File: src/rtl/mem_port_arbiter.sv
// mem_port_arbiter: round-robin sharing of the line memory port with serial-tagged read response steering
module mem_port_arbiter #(
  parameter int REQ_NUM = 3,
  parameter int ADDR_WIDTH = 32,
  parameter int LINE_WIDTH = 128,
  parameter int SERIAL_WIDTH = 4,
  parameter int MAX_OUTSTANDING = 4
) (
  input  logic                             clk,
  input  logic                             rst,
  input  logic [REQ_NUM-1:0]               req_valid,
  input  logic [REQ_NUM-1:0]               req_is_write,
  input  logic [REQ_NUM*ADDR_WIDTH-1:0]    req_addr,
  input  logic [REQ_NUM*LINE_WIDTH-1:0]    req_wdata,
  output logic [REQ_NUM-1:0]               req_ack,
  output logic                             mem_req_valid,
  input  logic                             mem_req_ready,
  output logic                             mem_req_is_write,
  output logic [ADDR_WIDTH-1:0]            mem_req_addr,
  output logic [LINE_WIDTH-1:0]            mem_req_wdata,
  output logic [SERIAL_WIDTH-1:0]          mem_req_serial,
  input  logic                             mem_rsp_valid,
  input  logic [SERIAL_WIDTH-1:0]          mem_rsp_serial,
  input  logic [LINE_WIDTH-1:0]            mem_rsp_data,
  output logic [REQ_NUM-1:0]               rsp_valid,
  output logic [LINE_WIDTH-1:0]            rsp_data,
  output logic                             rsp_error
);
  localparam int IW = REQ_NUM > 1 ? $clog2(REQ_NUM) : 1;
  localparam int TW = MAX_OUTSTANDING > 1 ? $clog2(MAX_OUTSTANDING) : 1;
  logic [IW-1:0] ptr, gnt_idx;
  logic gnt_found, gnt, gnt_wr, hit_any, rd_ok, stage_free;
  logic [SERIAL_WIDTH-1:0] serial_cnt;
  logic [MAX_OUTSTANDING-1:0] tbl_valid, hit, avail;
  logic [SERIAL_WIDTH-1:0] tbl_serial [MAX_OUTSTANDING];
  logic [IW-1:0] tbl_id [MAX_OUTSTANDING];
  logic [TW-1:0] hit_idx, alloc_idx;
  logic [REQ_NUM-1:0] elig;
  // Serial CAM for returning reads; an entry retiring this cycle counts as free for a new read
  always_comb begin
    hit = '0;
    avail = '0;
    hit_idx = '0;
    alloc_idx = '0;
    for (int e = MAX_OUTSTANDING-1; e >= 0; e--) begin
      hit[e] = mem_rsp_valid && tbl_valid[e] && tbl_serial[e] == mem_rsp_serial;
      avail[e] = !tbl_valid[e] || hit[e];
      if (hit[e]) hit_idx = TW'(e);
      if (avail[e]) alloc_idx = TW'(e);
    end
  end
  assign hit_any = |hit;
  assign rd_ok = |avail;
  assign stage_free = !mem_req_valid || mem_req_ready;
  assign elig = req_valid & (req_is_write | {REQ_NUM{rd_ok}});
  // First eligible requester at or after the round-robin pointer, wrapping
  always_comb begin
    gnt_found = 1'b0;
    gnt_idx = '0;
    for (int k = REQ_NUM-1; k >= 0; k--)
      if (elig[(int'(ptr) + k) % REQ_NUM]) begin
        gnt_found = 1'b1;
        gnt_idx = IW'((int'(ptr) + k) % REQ_NUM);
      end
  end
  assign gnt = !rst && stage_free && gnt_found;
  assign gnt_wr = req_is_write[gnt_idx];
  assign req_ack = gnt ? REQ_NUM'(1) << gnt_idx : '0;
  // Output request stage: refills on the consuming edge, holds while stalled
  always_ff @(posedge clk or posedge rst)
    if (rst) begin
      mem_req_valid <= 1'b0;
      mem_req_is_write <= 1'b0;
      mem_req_addr <= '0;
      mem_req_wdata <= '0;
      mem_req_serial <= '0;
      serial_cnt <= '0;
      ptr <= '0;
    end else if (gnt) begin
      mem_req_valid <= 1'b1;
      mem_req_is_write <= gnt_wr;
      mem_req_addr <= req_addr[gnt_idx*ADDR_WIDTH +: ADDR_WIDTH];
      mem_req_wdata <= req_wdata[gnt_idx*LINE_WIDTH +: LINE_WIDTH];
      mem_req_serial <= serial_cnt;
      serial_cnt <= gnt_wr ? serial_cnt : serial_cnt + 1'b1;
      ptr <= gnt_idx == IW'(REQ_NUM-1) ? '0 : gnt_idx + 1'b1;
    end else if (mem_req_ready) mem_req_valid <= 1'b0;
  // Outstanding read table: free on matching response, allocate lowest free entry on read grant
  always_ff @(posedge clk or posedge rst)
    if (rst) begin
      tbl_valid <= '0;
      for (int e = 0; e < MAX_OUTSTANDING; e++) begin
        tbl_serial[e] <= '0;
        tbl_id[e] <= '0;
      end
    end else begin
      if (hit_any) tbl_valid[hit_idx] <= 1'b0;
      if (gnt && !gnt_wr) begin
        tbl_valid[alloc_idx] <= 1'b1;
        tbl_serial[alloc_idx] <= serial_cnt;
        tbl_id[alloc_idx] <= gnt_idx;
      end
    end
  // Registered response steering and sticky error on unmatched serial
  always_ff @(posedge clk or posedge rst)
    if (rst) begin
      rsp_valid <= '0;
      rsp_data <= '0;
      rsp_error <= 1'b0;
    end else begin
      rsp_valid <= hit_any ? REQ_NUM'(1) << tbl_id[hit_idx] : '0;
      if (hit_any) rsp_data <= mem_rsp_data;
      rsp_error <= rsp_error || (mem_rsp_valid && !hit_any);
    end
endmodule

File: config.mk
export PLATFORM = sky130hd
export DESIGN_NAME = mem_port_arbiter
export DESIGN_NICKNAME = d
export VERILOG_FILES = /design/src/rtl/mem_port_arbiter.sv
export SDC_FILE = /design/constraint.sdc
export NUM_CORES = 1
export LEC_CHECK = 0
export ABC_CLOCK_PERIOD_IN_PS = 29800
export BUFFER_PORTS_ARGS = -buffer_cell sky130_fd_sc_hd__buf_2
export CAP_MARGIN = 20
export CORE_AREA = 2 2 360 362
export CTS_BUF_LIST = sky130_fd_sc_hd__clkbuf_4 sky130_fd_sc_hd__clkbuf_8
export DETAILED_ROUTE_END_ITERATION = 8
export DIE_AREA = 0 0 362 364
export GPL_TIMING_DRIVEN = 0
export PLACE_DENSITY = 0.41
export SLEW_MARGIN = 20
export SYNTH_ARGS = -nofsm -noshare
export SYNTH_HDL_FRONTEND = slang
export SYNTH_SLANG_ARGS = --single-unit
File: constraint.sdc
create_clock -name clk -period 29.8 [get_ports clk]
set_input_delay 2.98 -clock clk [delete_from_list [all_inputs] [get_ports clk]]
set_output_delay 2.98 -clock clk [all_outputs]
set_load 0.01 [all_outputs]
# ---- Word-level counts from Yosys, hierarchy flattened
# Index checks and enable logic that the tools add are counted.
dict set report totals {
  regBits 332
  elab_cells 132
}
dict set report classes {
  eq_ne 5
  magnitude_cmp 11
  n_reduce_logical 33
  add_sub_neg 4
  muxes 45
  bitwise 8
  shifts 4
  div 3
}
# op n
set op_table {}
lappend op_table {{384-bit by 10-bit indexed part select with 128-bit output} 1}
lappend op_table {{32-bit by 4-bit less-than comparator with 1-bit output, second input constant} 3}
lappend op_table {{96-bit by 8-bit indexed part select with 32-bit output} 1}
lappend op_table {{32-bit by 3-bit remainder unit with 32-bit output, second input constant} 2}
lappend op_table {{3-bit by 3-bit remainder unit with 32-bit output, second input constant} 1}
lappend op_table {{2-bit two-way mux} 15}
lappend op_table {{16-bit bitwise mux} 1}
lappend op_table {{4-bit == test} 4}
lappend op_table {{1-bit logical AND} 15}
lappend op_table {{1-bit two-way mux} 14}
lappend op_table {{4-bit two-way mux} 3}
lappend op_table {{2-bit by 3-bit less-than comparator with 1-bit output, second input constant} 3}
lappend op_table {{1-bit binary-select mux with 2-bit select} 4}
lappend op_table {{8-bit bitwise mux} 1}
lappend op_table {{4-bit demux with 2-bit select} 1}
lappend op_table {{1-bit logical NOT} 8}
lappend op_table {{4-bit OR reduction} 2}
lappend op_table {{3-bit >= comparator, second input constant} 2}
lappend op_table {{1-bit logical OR} 6}
lappend op_table {{3-bit two-way mux} 2}
lappend op_table {{2-bit inverter with 3-bit output} 2}
lappend op_table {{1-bit by 2-bit << shifter with 3-bit output, first input constant} 2}
lappend op_table {{4-bit by 1-bit adder with 4-bit output, second input constant} 1}
lappend op_table {{4-bit bitwise AND} 1}
lappend op_table {{16 further kinds} 18}

# ---- Longest topological paths before layout
# Gate-level depths: netlist of run 1.
dict set report logic_depth {
  word_depth 17
  ltp_mapped 12
  ltp_nobuf 10
}

# ---- Worst setup path after synthesis of run 1
# OpenSTA, ideal clock, no wires.
dict set report synth_path {
  path_type {input-to-output}
  start {in rst}
  end {out req_ack[0]}
  arrival_time_ns 11.652
  slack_ns 15.168
  stages 7
  path_cell_list {inv_1 > nand2_1 > or3_1 > nand2_1 > buf_2 > clkbuf_1 > and2_1}
}
dict set report synth_between {
  elab_chain_len 4
}
# element line_no
set synth_rtl {}
lappend synth_rtl {{from (decl)} 10} ;# input logic rst,
lappend synth_rtl {{1-bit logical NOT (no source line)} -}
lappend synth_rtl {{1-bit logical AND (2 in series)} 66} ;# assign gnt = !rst && stage_free && gnt_found;
lappend synth_rtl {{3-bit two-way mux} 68} ;# assign req_ack = gnt ? REQ_NUM'(1) << gnt_idx : '0;
lappend synth_rtl {{to (decl)} 15} ;# output logic [REQ_NUM-1:0] req_ack,
# No other way between the ends.

# ---- Worst setup path after layout of run 1
dict set report layout_path {
  start {in mem_rsp_serial[1]}
  end {out req_ack[0]}
}
dict set report layout_between {
  elab_chain_len 14
  elab_cells_between_ends 33
  classes_between {eq/ne: 4; shift: 1; mux: 16; bitwise: 2; reduce/logical: 10}
}
# element line_no
set layout_rtl {}
lappend layout_rtl {{from (decl)} 23} ;# input logic [SERIAL_WIDTH-1:0] mem_rsp_serial,
lappend layout_rtl {{4-bit == test} 46} ;# hit[e] = mem_rsp_valid && tbl_valid[e] && tbl_serial[e] == mem_rsp_serial;
lappend layout_rtl {{1-bit logical AND} 46}
lappend layout_rtl {{1-bit logical OR} 47} ;# avail[e] = !tbl_valid[e] || hit[e];
lappend layout_rtl {{4-bit OR reduction *} 53} ;# assign rd_ok = |avail;
lappend layout_rtl {{3-bit bitwise OR *} 55} ;# assign elig = req_valid & (req_is_write | {REQ_NUM{rd_ok}});
lappend layout_rtl {{3-bit bitwise AND *} 55}
lappend layout_rtl {{1-bit binary-select mux with 2-bit select} 61} ;# if (elig[(int'(ptr) + k) % REQ_NUM]) begin
lappend layout_rtl {{1-bit two-way mux (implied by the code) (2 in series)} 61}
lappend layout_rtl {{2-bit two-way mux or 1-bit two-way mux (tied branches) (3 in series)} 61}
lappend layout_rtl {{1-bit by 2-bit << shifter with 3-bit output or 1-bit logical AND (tied branches)} {68, 66}}
lappend layout_rtl {{3-bit two-way mux *} 68}
# Every way passes the cells marked *; elsewhere a longest branch is shown, timed or not. The select of a mux whose other input is x is not followed.

==> reports/results.tsv, run 1 <==
stage	metric	value	unit
global_route	wire length of the first global-routing pass	124.0	mm
synth	post-synth cell types	55	
timing	TNS Setup	0	ns
global_route	pin count of the biggest net entering global routing	88	
clocking	CTS Buf Count	70	
timing	Final Cycle Share	32.33	%
die	I/O Pins	923	
die	Initial Utilization	11.56	%
clocking	CTS H-tree lvls	3	
worst_setup_path	Setup crit end kind	output pin	
synth	Async SR Flop Fraction	100.0	%
timing	RSZ-0062 raised after global routing	false	
clocking	Root Buffer Master	clkbuf_8	
detailed_routing	final wirelength	94.36	mm
global_route	GRT overflow	0	
flow_run	maxcap violations	0	
power_and_ir_drop	Peak supply drop	0.04502	mV
power_and_ir_drop	P per Cell Area	122.0	nW/um^2
synth	Seq/Total Area, Yosys	56.02	%
detailed_routing	drt wl/cell	22.93	um
min_path	HP Start	mem_req_is_write$_DFFE_PP0P_	
cells_and_area	Area Overhead vs Synth	57.39	%
synth	number of synthesized register bits	332	
cells_and_area	most common cell after layout, fill and taps aside	buf_2	
clocking	cts hold-fix bufs	0	
global_route	GRT Total Usage	13.72	%
cells_and_area	filler cell count	14508	
synth	Synth Warn #	0	
detailed_routing	drt pass-1 iters	5	
die	Row Count	132	
synth	area leader, netlist	dfrtp_1	
die	Placeable Area	128300	um^2
clocking	Clk Latency, worst-skew pair	0.74	ns
detailed_routing	drt drc	0	
die	height of the die	364	um
worst_setup_path	capturing point of the worst reg2reg path	mem_req_wdata[96]$_DFFE_PP0P_	
cells_and_area	Seq. cell area	8308	um^2
synth	top-area cell type share of the netlist area	56.02	%
timing	clock skew	0.03109	ns
synth	Synth area leaders	dfrtp_1 56%, mux2_2 12%, a22oi_1 8.1%, a31oi_1 6.8%, nand2_1 4.5%	
worst_setup_path	CP startpoint kind	input port	
power_and_ir_drop	leakage	0.01056	uW
min_path	Hold Path Class	flip-flop to flip-flop	
synth	Post-synth EDFFs	0	
worst_setup_path	Worst Path Max Fanout	10	
timing	relative slew slack	29.99	%
clocking	Clock Tree Buf Depth	3	
worst_setup_path	Crit path required time	26.82	ns
cells_and_area	nets	3007	
synth	Gate Count Post-Synth	1377	
clocking	setup bufs post-CTS	0	
detailed_routing	Final ANT Viol Nets	0	
worst_setup_path	RR Startpoint	tbl_serial[2]$_DFFE_PP0P_	
timing	Period minus WS final	9.635	ns
worst_setup_path	Worst EP arrival	6.65	ns
clocking	Reg clk slew, reported paths	0.05	ns
die	Die Area	131800	um^2
clocking	clock sinks	332	
place	gpl congestion	0.8500	
worst_setup_path	kind of critical path	input port to output pin	
timing	Final WS setup	20.17	ns
synth	Main synth FF type	dfrtp_1	
detailed_routing	total number of vias	15487	
place	Place WS	19.97	ns
min_path	Hold EP	mem_req_is_write$_DFFE_PP0P_	
status	status	completed	
timing	Slew @ Worst Pin	1.050	ns
cells_and_area	layout cell share with drive strength beyond 1	51.13	%
timing	Final setup viols	0	
place	dpl hpwl	78.23	mm
timing	Slew Viols, Final	0	
clocking	CTS tree	built	
synth	Synth Area per Inst	10.77	um^2
place	Port Buffers	922	
cells_and_area	commonest non-fill, non-tap cells in the layout	933 x buf_2, 332 x dfrtp_1, 179 x nand2_1	
timing	Hold Vio Cnt, Final	0	
worst_setup_path	r2r setup slk	25.35	ns
global_route	vias in the first global route	15833	
detailed_routing	vias per inst	3.764	
synth	Post-Syn Nets	2002	
synth	post-synthesis cell area	14830	um^2
detailed_routing	DRT iter0 DRCs	891	
clocking	# resized after CTS	0	
cells_and_area	area of the multi-input gates	6098	um^2
global_route	initial antenna violation count	42	
worst_setup_path	cells on worst reg2reg path	10	
min_path	Cells on Worst Hold Path	1	
timing	Fmax	103.8	MHz
die	Die Span X	362	um
## cells by family (layout without fill, tap and decap cells)
family,Yosys count,count (layout),share of synthesized area (%)
buffers and inverters,114,1168,2.978
flip-flops,332,332,56.02
adder cells (fa/ha/maj),3,3,0.2531
AO/OA/AOI/OAI,368,368,17.25
XOR/XNOR,13,13,0.7677
AND/OR/NAND/NOR,387,387,10.60
multiplexers,160,160,12.13
other,0,9,0
## metrics by stage
step                      std cells  power (uW)  utilization (%)  instance area [um^2]  hold slack [ns]
final                          4115        2847            18.19                 23340           0.4834
after global routing           4111        3063            18.18                 23330           0.5103
after CTS                      4106        2936            18.17                 23320           0.4919
after detailed placement       3985        2378            17.03                 21850           0.4792
after global placement         3974        2343            16.79                 21540           0.4756
after floorplan                1377        1559                -                 14830           0.4642
## how the worst max path moves through the flow
stage                                  from         end  slack, ns  cells after the start
after CTS                 mem_rsp_serial[3]  req_ack[2]      19.96                     14
after detailed placement  mem_rsp_serial[3]  req_ack[2]      19.97                     14
after floorplan                         rst  req_ack[0]      15.17                      7
after global routing      mem_rsp_serial[3]  req_ack[2]      19.89                     14
final                     mem_rsp_serial[1]  req_ack[0]      20.17                     13
after global placement                  rst  req_ack[0]       8.03                      9
## per-layer routing
layer  up-vias  GRT usage (%)  routed length, um
li1       7064              -                  -
met1      7464          14.45              34310
met2       738          24.00              46970
met3       185          6.079               9317
met4        36          5.172               3532
met5         -              0                233
## critical path, stage by stage
cell and delay, ns:
buf_2 0.15, xnor2_1 0.13, and2_1 0.17, a21bo_2 0.23
or3b_1 0.44, o31ai_1 0.39, a31oi_1 0.14, o21ai_4 0.42
buf_16 0.21, buf_2 0.36, buf_2 0.64, and2_1 0.23
buf_2 0.14
## power by group
| group | leakage, uW | internal [uW] | switching (uW) |
|---|---|---|---|
| logic | 0.00593 | 549 | 952 |
| registers | 0.00386 | 686 | 130 |
| clock network | 0.000773 | 295 | 236 |
| total | 0.0106 | 1530 | 1320 |
## cell type report
type / instances / area share [%]
clock buffers: 104 / 5.489
well taps: 1675 / 8.979
plain buffers: 104 / 1.774
inverters: 10 / 0.1930
clock inverters: 17 / 0.7987
multi-input cells: 931 / 26.13
diodes: 9 / 0.09649
repair buffers: 933 / 20.95
flip-flops and latches: 332 / 35.59
## cells in the mapped netlist, types with 3 or more instances
master    instances
inv_1             8
o31ai_1           3
a21boi_0          3
a22oi_1         160
nand3_1           8
o22ai_1           4
buf_2            11
xor2_1            8
clkbuf_1         84
nand2_1         179
or3_1             3
a21oi_1           7
dfrtp_1         332
and2_1            6
mux2_2          156
o211ai_1          3
xnor2_1           5
nor3_1            3
buf_1             9
a31oi_1         161
ha_1              3
o21ai_0           8
nor2_1          170
## state kept, by name, summed over array words and instances (netlist names), 3 cells and up
name            count
mem_req_addr       32
mem_req_serial      4
mem_req_wdata     128
rsp_data          128
rsp_valid           3
serial_cnt          4
tbl_id              8
tbl_serial         16
tbl_valid           4
Note: power is estimated with default switching activity, not from simulation.
==> run 2, diff against run 1 <==
==> config.mk (replaced) <==
export PLATFORM = sky130hd
export DESIGN_NAME = mem_port_arbiter
export DESIGN_NICKNAME = d
export VERILOG_FILES = /design/src/rtl/mem_port_arbiter.sv
export SDC_FILE = /design/constraint.sdc
export NUM_CORES = 1
export LEC_CHECK = 0
export ABC_AREA = 1
export ABC_CLOCK_PERIOD_IN_PS = 9500
export BUFFER_PORTS_ARGS = -buffer_cell sky130_fd_sc_hd__buf_2
export CAP_MARGIN = 20
export CORE_AREA = 2 2 361 363
export CTS_BUF_LIST = sky130_fd_sc_hd__clkbuf_4 sky130_fd_sc_hd__clkbuf_8
export DETAILED_ROUTE_END_ITERATION = 8
export DIE_AREA = 0 0 363 365
export GPL_TIMING_DRIVEN = 0
export PLACE_DENSITY = 0.42
export SLEW_MARGIN = 20
export SYNTH_ARGS = -nofsm -noshare
export SYNTH_HDL_FRONTEND = slang
export SYNTH_SLANG_ARGS = --single-unit
==> constraint.sdc (replaced) <==
create_clock -name clk -period 9.5 [get_ports clk]
set_input_delay 0.95 -clock clk [delete_from_list [all_inputs] [get_ports clk]]
set_output_delay 0.95 -clock clk [all_outputs]
set_load 0.01 [all_outputs]
==> reports/results.tsv, run 2 <==
stage	metric	value	unit
worst_setup_path	kind of critical path	input port to output pin	
cells_and_area	biggest regs	mem_req_wdata: 128 flops, rsp_data: 128 flops, mem_req_addr: 32 flops	
timing	Hold Vio Cnt, Final	0	
timing	Final Cycle Share	49.70	%
synth	Post-synth top cells	1241 x nand2_1, 332 x dfrtp_1, 107 x nand4_1	
die	Row Count	132	
power_and_ir_drop	leakage	0.01315	uW
worst_setup_path	Worst EP arrival	3.77	ns
detailed_routing	drt pass-1 iters	6	
clocking	Clock Tree Buf Depth	3	
detailed_routing	met3 WL	11.22	mm
detailed_routing	drt wl/cell	22.04	um
worst_setup_path	Setup crit end kind	output pin	
detailed_routing	Final ANT Viol Nets	0	
detailed_routing	top routing layer in use	met5	
power_and_ir_drop	internal power	4597	uW
timing	Period minus WS final	4.722	ns
power_and_ir_drop	Seq pwr share	27.3	%
clocking	CTS tree	built	
global_route	initial antenna violation count	44	
detailed_routing	final wirelength	106.8	mm
synth	Seq/Total Area, Yosys	52.74	%
cells_and_area	Area Overhead vs Synth	54.41	%
die	Die Area	132500	um^2
power_and_ir_drop	P_sw	4494	uW
detailed_routing	drt drc	0	
die	height of the die	365	um
detailed_routing	total number of vias	18277	
flow_run	maxcap violations	0	
timing	relative slew slack	34.96	%
cells_and_area	most common cell after layout, fill and taps aside	nand2_1	
global_route	GRT overflow	0	
detailed_routing	met2 WL	49.92	mm
synth	post-synthesis cell area	15750	um^2
timing	Slew Viols, Final	0	
die	I/O Pins	923	
power_and_ir_drop	Clk pwr share	19.4	%
clocking	# resized after CTS	0	
place	Place WS	4.610	ns
place	gpl congestion	0.9106	
timing	Final setup viols	0	
power_and_ir_drop	Total Power	9091	uW
power_and_ir_drop	Peak supply drop	0.1259	mV
power_and_ir_drop	Comb pwr share	53.3	%
cells_and_area	commonest non-fill, non-tap cells in the layout	1241 x nand2_1, 978 x buf_2, 332 x dfrtp_1	
detailed_routing	DRT iter0 DRCs	1172	
power_and_ir_drop	Sw Ratio	49.43	%
synth	Post-Syn Nets	2725	
worst_setup_path	CP peak stage delay	0.44	ns
synth	Post-synth EDFFs	0	
worst_setup_path	Crit path required time	8.55	ns
place	Port Buffers	922	
power_and_ir_drop	P per Cell Area	373.7	nW/um^2
synth	Synth Area per Inst	7.502	um^2
cells_and_area	nets	3734	
synth	top-count cell post-synth	nand2_1	
worst_setup_path	CP cell instances	buf_2 > inv_2 > nand2_1 > o21ai_1 > nor2_1 > nand2_2 > nand2_2 > nor2_4 > nand3_2 > nand3_1 > nand2_1 > nand2_1 > nand3_1 > nand2_1 > nand2_2 > nor2_2 > buf_4 > buf_2 > buf_2	
synth	Async SR Flop Fraction	100.0	%
clocking	clock sinks	332	
synth	Main synth FF type	dfrtp_1	
worst_setup_path	Worst Path Max Fanout	10	
global_route	vias in the first global route	17855	
synth	post-synth cell types	33	
worst_setup_path	r2r setup slk	6.10	ns
clocking	Reg clk slew, reported paths	0.06	ns
global_route	GRT Total Usage	15.38	%
synth	Gate Count Post-Synth	2100	
synth	number of synthesized register bits	332	
clocking	Clk Latency, worst-skew pair	0.73	ns
timing	Fmax	211.8	MHz
worst_setup_path	delay-heaviest family, CP	simple AND/OR/NAND/NOR gates	
clocking	Root Buffer Master	clkbuf_8	
status	status	completed	
worst_setup_path	Crit path buffers/inverters	5	
synth	area leader, netlist	dfrtp_1	
cells_and_area	layout cell share with drive strength beyond 1	36.93	%
detailed_routing	WL met1	43.41	mm
timing	TNS Setup	0	ns
cells_and_area	filler cell count	14866	
synth	Synth area leaders	dfrtp_1 53%, nand2_1 30%, nand4_1 4.2%, nand3_1 2.4%, nor2_1 2.1%	
worst_setup_path	CP startpoint kind	input port	
global_route	pin count of the biggest net entering global routing	30	
synth	top-area cell type share of the netlist area	52.74	%
die	Placeable Area	128700	um^2
place	dpl hpwl	87.95	mm
timing	Slew @ Worst Pin	0.9756	ns
synth	Synth Warn #	0	
min_path	Hold Path Class	input port to async pin	
clocking	setup bufs post-CTS	0	
clocking	CTS H-tree lvls	3	
clocking	cts hold-fix bufs	0	
die	Initial Utilization	12.24	%
die	Die Span X	363	um
timing	Min Hold Slack	0.1903	ns
clocking	CTS Buf Count	71	
timing	Final WS setup	4.778	ns
global_route	wire length of the first global-routing pass	141.1	mm
worst_setup_path	Worst path most repeated cell	nand2_1	
detailed_routing	vias per inst	3.772	
timing	clock skew	0.06038	ns
timing	RSZ-0062 raised after global routing	false	
worst_setup_path	Critical-path top delay cell	buf_2	
-- run 2: changes by cell type in the layout (fill, tap and decap cells not counted), moves of 9 or more --
cell	before	now
inv_1	7	43
buf_2	933	978
nand4_1	2	107
buf_4	0	10
nand2_2	0	9
a21oi_1	7	16
a31oi_1	161	0
mux2_2	156	0
a22oi_1	159	14
nor2_1	170	88
clkbuf_1	76	40
buf_12	2	11
nand3_1	8	77
nand2_1	179	1241
-- run 2: through the flow --
step / utilization, % / std cells / area, um^2
floorplan: - / 2100 / 15760
global placement: 17.46 / 4697 / 22470
detailed placement: 17.69 / 4711 / 22760
CTS: 18.89 / 4835 / 24300
global route: 18.89 / 4838 / 24310
finish: 18.91 / 4846 / 24330
-- run 2: power groups by stage --
| stage | Combinational [uW] | Clock [uW] | Sequential [uW] |
|---|---|---|---|
| detailed placement | 4950 | 0 | 2500 |
| CTS | 4970 | 1840 | 2490 |
| finish | 4850 | 1760 | 2480 |
| global placement | 4940 | 0 | 2500 |
| global route | 5370 | 1890 | 2570 |
| floorplan | 2230 | 0 | 2740 |
-- run 2: area by class of cell --
class / count / area [um^2] / area share (%)
Timing Repair Buffer: 936 / 4901 / 20.15
Multi-Input combinational cell: 1602 / 6670 / 27.42
Sequential cell: 332 / 8308 / 34.15
Clock buffer: 111 / 1346 / 5.534
Inverter: 52 / 198.9 / 0.8178
Antenna cell: 11 / 27.53 / 0.1132
Buffer: 114 / 581.8 / 2.392
Clock inverter: 13 / 196.4 / 0.8075
Tap cell: 1675 / 2096 / 8.615
-- run 2: final timing paths --
| path | start | to | depth (start not counted) |
|---|---|---|---|
| max | mem_rsp_serial[3] | req_ack[1] | 19 |
| min reg2reg | rsp_error$_DFF_PP0_ | rsp_error$_DFF_PP0_ | 1 |
| min in group clk | mem_rsp_data[107] | rsp_data[107]$_DFFE_PP0N_ | 3 |
| max reg2reg | tbl_serial[14]$_DFFE_PP0P_ | mem_req_wdata[58]$_DFFE_PP0P_ | 20 |
| max in group asynchronous | rst | mem_req_wdata[112]$_DFFE_PP0P_ | 8 |
| min | rst | tbl_serial[1]$_DFFE_PP0P_ | 2 |
-- run 2: cell families (layout without fill, tap and decap cells) --
group / after synthesis / count (layout) / share of synthesized area (%)
and+or+nand+nor: 1546 / 1546 / 39.95
DFF: 332 / 332 / 52.74
buffers and inverters: 166 / 1226 / 4.924
AOI/OAI and AO/OA: 49 / 49 / 1.930
xor gates and xnor gates: 4 / 4 / 0.2224
adders and majority gates: 3 / 3 / 0.2383
other: 0 / 11 / 0
-- run 2: worst register-to-register path, stage by stage (launching register included) --
cell      delay, ns
dfrtp_1        0.39
inv_1          0.06
nand2_1        0.04
nand2_1        0.06
nor2_1         0.05
nand2_2        0.11
nand2_2        0.11
nor2_4         0.20
nand3_2        0.15
nand3_1        0.09
nand2_1        0.08
nand2_1        0.09
nand2_1        0.06
nand2_1        0.07
nand2_2        0.14
inv_2          0.27
clkbuf_1       0.60
nand2_1        0.11
nand2_1        0.12
nand2_1        0.33
nand2_1        0.18
-- run 2: routing by layer --
metal	vias up	GRT usage, %
li1	8635	-
met1	8708	18.55
met2	749	25.07
met3	155	6.839
met4	30	3.450
met5	-	0
